<file path="src/rtl/dromos_adder_pkg.sv">
// Shared constants for the 65-bit prefix adder datapath.
// Stage count helper used by the pipelined prefix network.
package dromos_adder_pkg;

  localparam int WIDTH         = 65;
  localparam int PREFIX_LEVELS = 7;

  function automatic int num_stages(input int lps);
    return (PREFIX_LEVELS + lps - 1) / lps;
  endfunction

endpackage

</file>
<file path="src/rtl/prefix_network_pipe_65b_cell.sv">
// Kogge-Stone dot operator: combines a high group with
// the adjacent low group into one (generate, propagate) pair.
module prefix_cell (
  input  logic g_hi,
  input  logic p_hi,
  input  logic g_lo,
  input  logic p_lo,
  output logic g,
  output logic p
);

  assign g = g_hi | (p_hi & g_lo);
  assign p = p_hi & p_lo;

endmodule

</file>
<file path="src/rtl/prefix_network_pipe_65b.sv">
// Pipelined 65-bit Kogge-Stone carry network with
// valid/ready flow control and bubble-collapsing stages.
module prefix_network_pipe_65b
  import dromos_adder_pkg::*;
#(
  parameter int LEVELS_PER_STAGE = 2
) (
  input  logic        clk_i,
  input  logic        rst_ni,
  input  logic        valid_i,
  output logic        ready_o,
  input  logic [64:0] prop_i,
  input  logic [64:0] gen_i,
  output logic        valid_o,
  input  logic        ready_i,
  output logic [64:0] carry_o,
  output logic [64:0] prop_o
);

  localparam int W  = WIDTH;
  localparam int NL = PREFIX_LEVELS;
  localparam int LS = LEVELS_PER_STAGE;
  localparam int NS = num_stages(LS);

  logic [W-1:0] lvl_g_in  [NL];
  logic [W-1:0] lvl_p_in  [NL];
  logic [W-1:0] lvl_g_out [NL];
  logic [W-1:0] lvl_p_out [NL];

  logic [NS-1:0] v_q;
  logic [NS-1:0] v_d;
  logic [NS-1:0] load_en;
  logic [W-1:0]  g_q  [NS];
  logic [W-1:0]  p_q  [NS];
  logic [W-1:0]  po_q [NS];
  logic [W-1:0]  g_d  [NS];
  logic [W-1:0]  p_d  [NS];
  logic [W-1:0]  po_d [NS];

  // A level reads the inputs, its stage register, or
  // the level just below it inside the same stage.
  for (genvar k = 0; k < NL; k++) begin : g_lvl
    localparam int D = 1 << k;
    if (k == 0) begin : g_src_in
      assign lvl_g_in[k] = gen_i;
      assign lvl_p_in[k] = prop_i;
    end else if ((k % LS) == 0) begin : g_src_reg
      assign lvl_g_in[k] = g_q[k/LS-1];
      assign lvl_p_in[k] = p_q[k/LS-1];
    end else begin : g_src_lvl
      assign lvl_g_in[k] = lvl_g_out[k-1];
      assign lvl_p_in[k] = lvl_p_out[k-1];
    end
    for (genvar i = 0; i < W; i++) begin : g_bit
      if (i >= D) begin : g_dot
        prefix_cell u_cell (
          .g_hi (lvl_g_in[k][i]),
          .p_hi (lvl_p_in[k][i]),
          .g_lo (lvl_g_in[k][i-D]),
          .p_lo (lvl_p_in[k][i-D]),
          .g    (lvl_g_out[k][i]),
          .p    (lvl_p_out[k][i])
        );
      end else begin : g_pass
        assign lvl_g_out[k][i] = lvl_g_in[k][i];
        assign lvl_p_out[k][i] = lvl_p_in[k][i];
      end
    end
  end

  // Each stage captures the output of its last level.
  for (genvar s = 0; s < NS; s++) begin : g_stg
    localparam int END = ((s + 1) * LS < NL) ? (s + 1) * LS : NL;
    assign g_d[s] = lvl_g_out[END-1];
    assign p_d[s] = lvl_p_out[END-1];
  end

  // Valid and original-propagate shift in from upstream.
  always_comb begin
    v_d[0]  = valid_i;
    po_d[0] = prop_i;
    for (int s = 1; s < NS; s++) begin
      v_d[s]  = v_q[s-1];
      po_d[s] = po_q[s-1];
    end
  end

  // A stage loads if it or any stage downstream of it
  // has a hole, or the output is being consumed.
  always_comb begin
    load_en = '0;
    for (int s = 0; s < NS; s++) begin
      load_en[s] = ready_i | (|((~v_q) >> s));
    end
  end

  // Stage registers; data only moves with a valid token.
  always_ff @(posedge clk_i or negedge rst_ni) begin
    if (!rst_ni) begin
      v_q <= '0;
      for (int s = 0; s < NS; s++) begin
        g_q[s]  <= '0;
        p_q[s]  <= '0;
        po_q[s] <= '0;
      end
    end else begin
      for (int s = 0; s < NS; s++) begin
        if (load_en[s]) begin
          v_q[s] <= v_d[s];
          if (v_d[s]) begin
            g_q[s]  <= g_d[s];
            p_q[s]  <= p_d[s];
            po_q[s] <= po_d[s];
          end
        end
      end
    end
  end

  assign ready_o = load_en[0];
  assign valid_o = v_q[NS-1];
  assign carry_o = g_q[NS-1];
  assign prop_o  = po_q[NS-1];

  // Group propagate past the final level has no consumer.
  logic unused_p;
  assign unused_p = ^{lvl_p_out[NL-1], p_q[NS-1]};

endmodule

</file>
<file path="config.mk">
export PLATFORM = sky130hd
export DESIGN_NAME = prefix_network_pipe_65b
export DESIGN_NICKNAME = d
export VERILOG_FILES = /design/src/rtl/dromos_adder_pkg.sv /design/src/rtl/prefix_network_pipe_65b_cell.sv /design/src/rtl/prefix_network_pipe_65b.sv
export SDC_FILE = /design/constraint.sdc
export NUM_CORES = 1
export LEC_CHECK = 0
export CAP_MARGIN = 20
export CELL_PAD_IN_SITES_DETAIL_PLACEMENT = 1
export CELL_PAD_IN_SITES_GLOBAL_PLACEMENT = 2
export CORE_UTILIZATION = 40
export DETAILED_ROUTE_END_ITERATION = 12
export HOLD_SLACK_MARGIN = 0.15
export PLACE_DENSITY_LB_ADDON = 0.1
export SLEW_MARGIN = 10
export SYNTH_ARGS = -nofsm -noshare
export SYNTH_HDL_FRONTEND = slang
export SYNTH_SLANG_ARGS = --single-unit
</file>
<file path="constraint.sdc">
create_clock -name clk_i -period 3.3 [get_ports clk_i]
set_clock_uncertainty 0.1 [all_clocks]
set_input_delay 0.495 -clock clk_i [delete_from_list [all_inputs] [get_ports clk_i]]
set_output_delay 0.495 -clock clk_i [all_outputs]
set_load 0.02 [all_outputs]
</file>
; Yosys cells after proc, flatten, opt, wreduce, memory -nomap -nowiden
; Index checks and enable logic that the tools add are counted.
[totals]
in_bits = 134
elab_cells = 1010
register_bits = 719
[classes]
n_reduce_logical = 7
bitwise = 988
[op_table]
columns = cell, count
row1 = AND 1 bit, 655
row2 = bitwise OR 1 bit, 332
row3 = AND reduction 2 bit, 4
row4 = inverter 4 bit, 1
row5 = OR reduction 4 bit, 1
row6 = OR reduction 3 bit, 1
row7 = OR reduction 2 bit, 1

; Depth between registers and ports, before layout
; Gate-level depths: netlist (run 1).
[logic_depth]
depth_word = 4
mapped_depth = 7

; By module
; A second synthesis (run 1) with hierarchy kept.
[unflattened]
hier_cells = 2106
hier_area_um2 = 29623.4
[modules_own_cells]
columns = module, cells_each, seq_area_each_um2, n_inst, area_each_um2
row1 = prefix_network_pipe_65b, 1450, 16340.7, 1, 24698.7
row2 = prefix_cell, 2, 0.0, 328, 15.0

; Least setup slack after synthesis (run 1)
; No wires, ideal clock.
[synth_path]
kind = input port to flip-flop
startpoint = input ready_i
endpoint = register g_q (netlist bit g_d[130])
required_time_ns = 3.075
arrival_ns = 1.575
setup_time_ns = 0.125
path_slack_ns = 1.501
path_buffers = 2
path_stages = 5
path_cell_list = nand4b_2 > o21ai_2 > buf_4 > buf_6 > mux2_2
[synth_via]
elab_chain_len = 2
[synth_lines]
columns = element, line_no
row1 = start: declaration, prefix_network_pipe_65b.sv:15  ; input logic ready_i,
row2 = bitwise OR 1 bit, prefix_network_pipe_65b.sv:93  ; load_en[s] = ready_i | (|((~v_q) >> s));
row3 = AND reduction 2 bit (no source line), n/a
row4 = end signal: indexed assignment, prefix_network_pipe_65b.sv:111  ; g_q[s] <= g_d[s];
row5 = end: declaration, prefix_network_pipe_65b.sv:33  ; logic [W-1:0] g_q [NS];
; No other way between the ends.
; A chain may end at the register's enable or synchronous reset.

; Worst setup path in the final report (run 1)
[layout_path]
startpoint = register v_q[1]
endpoint = output ready_o
[layout_via]
elab_chain_len = 3
[layout_lines]
columns = element, line_no
row1 = start: declaration, prefix_network_pipe_65b.sv:30  ; logic [NS-1:0] v_q;
row2 = start signal: indexed assignment, prefix_network_pipe_65b.sv:109  ; v_q[s] <= v_d[s];
row3 = inverter 4 bit, prefix_network_pipe_65b.sv:93
row4 = OR reduction 4 bit, prefix_network_pipe_65b.sv:93
row5 = bitwise OR 1 bit, prefix_network_pipe_65b.sv:93
row6 = end: declaration, prefix_network_pipe_65b.sv:11  ; output logic ready_o,
; No other way between the ends.

==> results of run 1 <==
-- state kept, by name, summed over array words and instances (netlist names) --
signal	flops
carry_o	65
g_d	84
po_d	192
g_q	111
lvl_p_in	114
v_q	4
prop_o	65
-- routing by layer --
metal / wire [um] / share of wire / GRT usage / vias up
met3: 3447 / 0.045 / 0.04696 / 112
met2: 33890 / 0.45 / 0.3627 / 296
li1: - / - / - / 8679
met5: 189 / 0.0025 / 0 / -
met1: 36940 / 0.49 / 0.3421 / 9333
met4: 1349 / 0.018 / 0.06304 / 30
-- final timing paths --
kind | start | endpoint | slack, ns | depth (start not counted)
max | v_q[1]$_DFFE_PN0P_ | ready_o | 0.51 | 3
min in group asynchronous | rst_ni | prop_o[3]$_DFFE_PN0P_ | 0.39 | 2
min | po_d[134]$_DFFE_PN0P_ | po_d[69]$_DFFE_PN0P_ | 0.36 | 2
min reg2reg | po_d[134]$_DFFE_PN0P_ | po_d[69]$_DFFE_PN0P_ | 0.36 | 2
max in group asynchronous | rst_ni | g_q[210]$_DFFE_PN0P_ | 1.49 | 3
max reg2reg | v_q[1]$_DFFE_PN0P_ | g_q[193]$_DFFE_PN0P_ | 1.01 | 5
-- through the flow --
stage,setup slack [ns],instances,area [um2],power [W]
finish,0.5133,3540,31820,0.02495
global route,0.4385,3536,31810,0.02621
CTS,0.4773,3533,31810,0.02527
detailed placement,0.5753,3413,29490,0.01723
global placement,0.5481,3413,29490,0.01702
floorplan,1.501,2403,25880,0.01403
-- cells by family after synthesis --
logic type / Yosys count
buf+inv: 149
compound gates: 432
simple gates: 926
flops: 635
mux: 261
-- what timing repair did --
| item | in CTS | in global routing |
|---|---|---|
| resized for setup | 0 | 0 |
| hold endpoints to repair | 54 | 0 |
| hold buffers | 1 | 0 |
-- layout make-up --
| cell class | instances | share of cell area |
|---|---|---|
| Tap cell | 846 | 0.03326 |
| Sequential cell | 635 | 0.4993 |
| Timing Repair Buffer | 313 | 0.1032 |
| Clock inverter | 13 | 0.006055 |
| Multi-Input combinational cell | 1619 | 0.2912 |
| Inverter | 1 | 0.0001180 |
| Clock buffer | 106 | 0.06633 |
| Antenna cell | 7 | 0.0005504 |
-- placed cells by master, fill, tap and decap left out, types with 2 or more instances in the layout --
| cell type | count |
|---|---|
| nand2_1 | 674 |
| dfrtp_1 | 635 |
| clkdlybuf4s50_1 | 264 |
| mux2_2 | 247 |
| o21ai_0 | 155 |
| a21oi_1 | 129 |
| nor2_1 | 126 |
| clkbuf_16 | 73 |
| a31oi_1 | 56 |
| nand4_1 | 56 |
| o31ai_1 | 51 |
| nand3b_1 | 47 |
| a21o_1 | 27 |
| buf_4 | 26 |
| buf_12 | 21 |
| clkbuf_1 | 17 |
| clkbuf_8 | 16 |
| mux2i_1 | 14 |
| nand3_1 | 9 |
| diode_2 | 7 |
| a2111oi_0 | 7 |
| clkinv_2 | 7 |
| bufinv_16 | 5 |
| nand2b_1 | 4 |
| nand2_4 | 3 |
| and2_1 | 3 |
| a21boi_0 | 3 |
| and2_4 | 2 |
| a211oi_1 | 2 |
-- worst min-delay path: cells and delay by family, from the launching register on --
family	cells	cell delay [ns]
flops	1	0.34
simple gates	2	0.10
-- power by group --
part	switching, W	leakage (nW)	total (W)	internal (W)
Combinational	0.00313	5.07	0.00597	0.00284
Sequential	0.00136	7.60	0.0111	0.00972
Clock	0.00311	1.13	0.00789	0.00478
==> results.sh, run 1 <==
export IMPL_synth_xor_area_frac=0
export IMPL_clock_path_buffers=3
export IMPL_die_area_mm2=0.06572
export IMPL_period_share=0.8445
export IMPL_synth_nets=2537
export IMPL_async_flop_share=1.000
export IMPL_path_clk_slew_ns=0.06
export IMPL_max_cap_viol_count=0
export IMPL_cts_root_buf="clkbuf_16"
export IMPL_cp_data_required_time_ns=2.70
export IMPL_slew_violations=0
export IMPL_regArea_mm2=0.01589
export IMPL_synth_compound_area_frac=0.09543
export IMPL_crit_fanout=5
export IMPL_crit_path_max_incr_delay_ns=0.54
export IMPL_drive_gt1_frac=0.1507
export IMPL_synth_common_cells="nand2_1 (677), dfrtp_1 (635), mux2_2 (247)"
export IMPL_cts_made_buffers=71
export IMPL_die_w_um=256.4
export IMPL_setup_tns_final_ns=0
export IMPL_grt_pass1_wl_um=121100
export IMPL_routed_wl_um=75810
export IMPL_power_density_mw_per_mm2=783.9
export IMPL_synth_cell_types=27
export IMPL_grt_use_total=0.2367
export IMPL_area_growth_pct=22.96
export IMPL_cpMaxStageDelayCell="clkdlybuf4s50_1"
export IMPL_syn_inst=2403
export IMPL_arrival_ns=2.19
export IMPL_worstMarginPinSlew_ns=1.049
export IMPL_critical_path_top_delay_family="simple AND/OR/NAND/NOR gates"
export IMPL_synth_edf_count=0
export IMPL_post_synth_mux_area_share=0.1129
export IMPL_remaining_drc_errors=0
export IMPL_grt_overflow=0
export IMPL_place_gp_congestion=0.7913
export IMPL_leakagePower_nw=13.80
export IMPL_netlist_area_leader_share=0.6140
export IMPL_drt_pass1_iter_count=5
export IMPL_synth_seq_cells=635
export IMPL_routed_via_count=18450
export IMPL_yosysSeqAreaShare=0.6140
export IMPL_synth_warnings=0
export IMPL_grt_setup_unrepaired="false"
export IMPL_worst_hold_slack_ns=0.3572
export IMPL_ctsHtreeMaxLevel=3
export IMPL_place_hpwl_um=54220
export IMPL_io_buffers=265
export IMPL_multiInputGateArea_mm2=0.009266
export IMPL_synth_top_area_cell="dfrtp_1"
export IMPL_synth_area_leaders="dfrtp_1 (61%), mux2_2 (11%), nand2_1 (9.8%)"
export IMPL_peakVddDrop_mv=0.4480
export IMPL_fill_cells=6810
export IMPL_post_synth_top_count_cell="nand2_1"
export IMPL_setup_violations=0
export IMPL_slew_limit_headroom=0.2825
export IMPL_grt_pass1_vias=19960
export IMPL_synth_top_family_by_area="simple AND/OR/NAND/NOR gates"
export IMPL_crit_chain="nand4b_2 > or2_2 > clkdlybuf4s50_1"
export IMPL_cts_tree="built"
export IMPL_chipHeight_um=256.4
export IMPL_critPathBufInv=1
export IMPL_hold_viol=0
export IMPL_synth_simple_area_share=0.1484
export IMPL_cts_sinks=635
export IMPL_status="completed"
export IMPL_viasPerCell=5.212
export IMPL_wl_per_cell_um=21.41
export IMPL_antenna_found_initial=23
export IMPL_crit_path_end_kind="output port"
export IMPL_min_period_ns=2.787
export IMPL_synth_area_mm2=0.02588
export IMPL_nNetsFinal=2775
export IMPL_worstSetupPathType="reg2out"
export IMPL_io_pins=266
export IMPL_hold_path_class="reg2reg"
export IMPL_postCtsSetupRepairBufs=0
export IMPL_syn_avg_cell_area_um2=10.77
export IMPL_critPathLaunchType="register"
export IMPL_start_util=0.4073
export IMPL_fmax_mhz=358.8
export IMPL_synth_adder_area_share=0
export IMPL_synth_main_ff_cell="dfrtp_1"
export IMPL_drt_first_iter_violations=1090
export IMPL_antenna_left=0
export IMPL_grt_max_degree=142
export IMPL_fp_row_count=92
export IMPL_fp_coreArea_mm2=0.06354
export IMPL_postLayoutCoreUtil=0.5008
export IMPL_clock_latency_ns=0.60
Note: power is estimated with default switching activity, not from simulation.
==> run 2, diff against run 1 <==
- CORE_UTILIZATION: 40 -> 34
- clock period: 3.3 -> 2.37 ns (I/O delays scaled with it)
==> results.sh, run 2 (same netlist as run 1, synthesis figures left out) <==
export IMPL_routed_via_count=18560
export IMPL_r2r_start="v_q[2]$_DFFE_PN0P_"
export IMPL_fp_coreArea_mm2=0.07482
export IMPL_slew_violations=0
export IMPL_dp_cells=3569
export IMPL_ctsHtreeMaxLevel=3
export IMPL_cp_data_required_time_ns=1.91
export IMPL_hold_viol=0
export IMPL_die_w_um=277.9
export IMPL_place_hpwl_um=58840
export IMPL_io_buffers=265
export IMPL_nNetsFinal=2814
export IMPL_grt_setup_unrepaired="false"
export IMPL_final_cell_mix="nand2_1 (674), dfrtp_1 (633), clkdlybuf4s50_1 (263)"
export IMPL_grt_pass1_wl_um=125600
export IMPL_critPathLaunchType="register"
export IMPL_drive_gt1_frac=0.1647
export IMPL_viasPerCell=5.012
export IMPL_min_period_ns=2.312
export IMPL_finalNonFillerCells=3703
export IMPL_drt_pass1_iter_count=5
export IMPL_area_growth_pct=25.60
export IMPL_setup_violations=0
export IMPL_fill_cells=8051
export IMPL_hold_path_class="in2reg"
export IMPL_clock_path_buffers=3
export IMPL_multiInputGateArea_mm2=0.009266
export IMPL_grt_use_total=0.2110
export IMPL_arrival_ns=1.86
export IMPL_largest_reg_flops=192
export IMPL_start_util=0.3459
export IMPL_r2r_cells=5
export IMPL_grt_max_degree=66
export IMPL_worstSetupPathType="reg2out"
export IMPL_period_share=0.9756
export IMPL_slew_limit_headroom=0.4139
export IMPL_cts_tree="built"
export IMPL_regArea_mm2=0.01589
export IMPL_fin_ws_ns=0.05789
export IMPL_layout_commonest_cell="nand2_1"
export IMPL_cts_sinks=635
export IMPL_antenna_found_initial=14
export IMPL_reg2reg_to="g_q[189]$_DFFE_PN0P_"
export IMPL_io_pins=266
export IMPL_leakagePower_nw=14.10
export IMPL_hp_start="gen_i[64]"
export IMPL_chipHeight_um=277.9
export IMPL_status="completed"
export IMPL_remaining_drc_errors=0
export IMPL_cts_made_buffers=73
export IMPL_path_clk_slew_ns=0.06
export IMPL_grt_overflow=0
export IMPL_worstMarginPinSlew_ns=0.8571
export IMPL_antenna_left=0
export IMPL_crit_path_end_kind="output port"
export IMPL_peakVddDrop_mv=0.5278
export IMPL_clock_latency_ns=0.61
export IMPL_holdPathStages=3
export IMPL_power_density_mw_per_mm2=1086
export IMPL_hold_end="g_q[259]$_DFFE_PN0P_"
export IMPL_place_gp_congestion=0.7922
export IMPL_max_cap_viol_count=0
export IMPL_cts_root_buf="clkbuf_16"
export IMPL_regToRegSetupSlack_ns=0.29
export IMPL_crit_fanout=4
export IMPL_fmax_mhz=432.5
export IMPL_grt_pass1_vias=20230
export IMPL_routed_wl_um=80030
export IMPL_fp_row_count=100
export IMPL_post_place_ws_ns=-0.2769
export IMPL_drt_first_iter_violations=1091
export IMPL_wl_per_cell_um=21.61
export IMPL_die_area_mm2=0.07723
-- run 2: cell count changes in the layout (fill, tap and decap cells not counted), sizes merged, moves of 2 or more --
cell	delta
inv	+3
bufinv	-2
dlygate4sd3	+2
buf	+34
diode	-6
clkbuf	+8
-- run 2: how the worst max path moves through the flow --
stage | startpoint | end | slack (ns) | cells after the start
after global placement | ready_i | g_q[191]$_DFFE_PN0P_ | -0.26 | 6
after floorplan | v_q[3]$_DFFE_PN0P_ | g_d[130]$_DFFE_PN0P_ | 0.63 | 5
after global routing | v_q[3]$_DFFE_PN0P_ | ready_o | 0.009 | 3
final | v_q[2]$_DFFE_PN0P_ | ready_o | 0.06 | 3
after CTS | v_q[1]$_DFFE_PN0P_ | ready_o | 0.004 | 3
after detailed placement | ready_i | g_q[191]$_DFFE_PN0P_ | -0.28 | 6
-- run 2: critical path: stages, from the launching register on --
cell,delay (ns)
dfrtp_2,0.41
nand4b_2,0.18
or2_2,0.33
dlygate4sd2_1,0.33
-- run 2: what timing repair did --
item | CTS | global route
endpoints found under the hold margin | 252 | 0
setup endpoints to repair | 1 | 1
gates cloned | 0 | 0
hold buffers | 3 | 0
resized for setup | 3 | 0
buffers inserted | 0 | 1
-- run 2: layout make-up --
type	count	share of cell area
Sequential cell	635	0.4889
Tap cell	969	0.03730
Clock inverter	14	0.005850
Timing Repair Buffer	350	0.1140
Inverter	1	0.0001155
Antenna cell	1	0.00007698
Multi-Input combinational cell	1619	0.2851
Clock buffer	114	0.06867
-- run 2: report_power, final --
part / internal, W / switching [W]
clock network: 0.00680 / 0.00459
registers: 0.0135 / 0.00189
logic: 0.00406 / 0.00444
-- run 2: stage by stage --
| stage | setup TNS [ns] | power [W] | hold slack, ns | cell area [um2] | utilization |
|---|---|---|---|---|---|
| 2_1_floorplan | 0 | 0.01954 | -0.04009 | 25880 | - |
| 3_3_place_gp | -0.5271 | 0.02397 | 0.1999 | 30030 | 0.4014 |
| 3_5_place_dp | -0.6039 | 0.02422 | 0.1973 | 30030 | 0.4014 |
| 4_1_cts | 0 | 0.03586 | 0.2891 | 32480 | 0.4342 |
| 5_1_grt | 0 | 0.03718 | 0.3462 | 32500 | 0.4344 |
| 6_report | 0 | 0.03531 | 0.3214 | 32510 | 0.4345 |
-- run 2: metal layers --
| layer | vias up | wire length (um) | global-route usage |
|---|---|---|---|
| li1 | 8764 | - | - |
| met1 | 9352 | 39240 | 0.3057 |
| met2 | 297 | 35820 | 0.3244 |
| met3 | 120 | 3244 | 0.03765 |
| met4 | 26 | 1537 | 0.05497 |
| met5 | - | 190 | 0 |
==> run 3, diff against run 2 <==
- CORE_UTILIZATION: 34 -> 35
- CTS_BUF_LIST: default -> sky130_fd_sc_hd__clkbuf_4 sky130_fd_sc_hd__clkbuf_8
- REMOVE_ABC_BUFFERS: default -> 1
- SLEW_MARGIN: 10 -> default
==> results.sh, run 3 (same netlist as run 1, synthesis figures left out) <==
export IMPL_max_cap_viol_count=0
export IMPL_power_density_mw_per_mm2=1066
export IMPL_die_area_mm2=0.07504
export IMPL_place_gp_congestion=0.7941
export IMPL_cts_sinks=635
export IMPL_worst_hold_slack_ns=0.2467
export IMPL_routed_via_count=19010
export IMPL_hold_path_class="in2async"
export IMPL_start_util=0.3541
export IMPL_reg2reg_to="g_q[179]$_DFFE_PN0P_"
export IMPL_dpl_instance_area_mm2=0.03007
export IMPL_fmax_mhz=444.1
export IMPL_crit_path_end_kind="output port"
export IMPL_fp_row_count=99
export IMPL_regToRegSetupSlack_ns=0.58
export IMPL_ctsHtreeMaxLevel=3
export IMPL_largest_reg_flops=192
export IMPL_critPathLaunchType="register"
export IMPL_grt_overflow=0
export IMPL_finalPower_w=0.03470
export IMPL_cts_made_buffers=111
export IMPL_io_buffers=265
export IMPL_violations="design-rule violations"
export IMPL_cts_root_buf="clkbuf_8"
export IMPL_wl_per_cell_um=20.67
export IMPL_slew_violations=0
export IMPL_worstSetupPathType="reg2out"
export IMPL_clock_latency_ns=0.71
export IMPL_setup_violations=0
export IMPL_cp_data_required_time_ns=1.91
export IMPL_grt_max_degree=87
export IMPL_antenna_found_initial=1
export IMPL_io_pins=266
export IMPL_layout_commonest_cell="nand2_1"
export IMPL_peakVddDrop_mv=0.5957
export IMPL_remaining_drc_errors=20
export IMPL_area_growth_pct=25.78
export IMPL_drive_gt1_frac=0.1927
export IMPL_postLayoutCoreUtil=0.4454
export IMPL_place_hpwl_um=57000
export IMPL_crit_fanout=3
export IMPL_arrival_ns=1.80
export IMPL_r2r_cells=6
export IMPL_routed_wl_um=77770
export IMPL_hold_viol=0
export IMPL_grt_pass1_wl_um=123500
export IMPL_clock_path_buffers=3
export IMPL_worstMarginPinSlew_ns=0.5412
export IMPL_fp_coreArea_mm2=0.07308
export IMPL_min_period_ns=2.252
export IMPL_antenna_left=0
export IMPL_r2r_start="v_q[1]$_DFFE_PN0P_"
export IMPL_drt_pass1_iter_count=9
export IMPL_final_cell_mix="nand2_1 (674), dfrtp_1 (634), clkdlybuf4s50_1 (263)"
export IMPL_postLayoutCellArea_mm2=0.03255
export IMPL_grt_setup_unrepaired="false"
export IMPL_period_share=0.9502
export IMPL_cts_tree="built"
export IMPL_nNetsFinal=2853
export IMPL_drt_first_iter_violations=921
export IMPL_chipHeight_um=273.9
export IMPL_grt_use_total=0.2118
export IMPL_path_clk_slew_ns=0.06
export IMPL_grt_pass1_vias=20810
export IMPL_status="finished with violations"
export IMPL_die_w_um=273.9
export IMPL_slew_limit_headroom=0.6392
export IMPL_viasPerCell=5.052
export IMPL_leakagePower_nw=14.21
==> run 3: worst max-delay path by stage <==
stage | from | endpoint | slack, ns | cells after the start
6_report | v_q[3]$_DFFE_PN0P_ | valid_o | 0.12 | 2
5_1_grt | v_q[3]$_DFFE_PN0P_ | valid_o | 0.03 | 2
4_1_cts | v_q[1]$_DFFE_PN0P_ | ready_o | 0.01 | 3
3_5_place_dp | ready_i | ready_o | -0.03 | 4
3_3_place_gp | ready_i | ready_o | -0.03 | 4
2_1_floorplan | v_q[3]$_DFFE_PN0P_ | g_d[130]$_DFFE_PN0P_ | -4.86 | 3
==> run 3: per-layer routing <==
| layer | vias to the layer above | track usage | share of wire |
|---|---|---|---|
| met5 | - | 0 | 0 |
| met4 | 0 | 0.06798 | 0.028 |
| met3 | 130 | 0.03626 | 0.035 |
| met2 | 315 | 0.3488 | 0.48 |
| met1 | 9710 | 0.2835 | 0.45 |
| li1 | 8856 | - | - |
==> run 3: final cells by class <==
cell class / instances / area [um2]
Antenna cell: 1 / 2.502
Clock buffer: 179 / 2213
Clock inverter: 18 / 203.9
Fill cell: 7960 / 40530
Inverter: 1 / 3.754
Multi-Input combinational cell: 1619 / 9275
Sequential cell: 635 / 15890
Tap cell: 959 / 1200
Timing Repair Buffer: 351 / 3764
==> run 3: worst max-delay path, cell delays in order, from the launching register on <==
cell and delay, ns:
dfrtp_1 0.39, buf_4 0.14, clkdlybuf4s50_1 0.59
==> run 3: per-stage QoR <==
| step | setup slack, ns | TNS [ns] | instances |
|---|---|---|---|
| 6_report | 0.1181 | 0 | 3763 |
| 5_1_grt | 0.02715 | 0 | 3763 |
| 4_1_cts | 0.009505 | 0 | 3762 |
| 3_5_place_dp | -0.02824 | -0.02824 | 3559 |
| 3_3_place_gp | -0.02994 | -0.02994 | 3559 |
| 2_1_floorplan | -4.859 | -1564.82 | 2255 |
==> run 3: where the power goes <==
| part | switching [W] | total [W] | internal, W |
|---|---|---|---|
| logic | 0.00440 | 0.00849 | 0.00410 |
| registers | 0.00182 | 0.0154 | 0.0135 |
| clock network | 0.00454 | 0.0108 | 0.00630 |
| total | 0.0108 | 0.0347 | 0.0239 |
==> run 3: timing repair <==
| item | 4_1_cts | 5_1_grt |
|---|---|---|
| pin swaps | 0 | 0 |
| setup buffers | 4 | 0 |
| resized for setup | 4 | 1 |
| hold buffers | 2 | 0 |
| setup endpoints to repair | 1 | 1 |
| hold endpoints to repair | 546 | 0 |
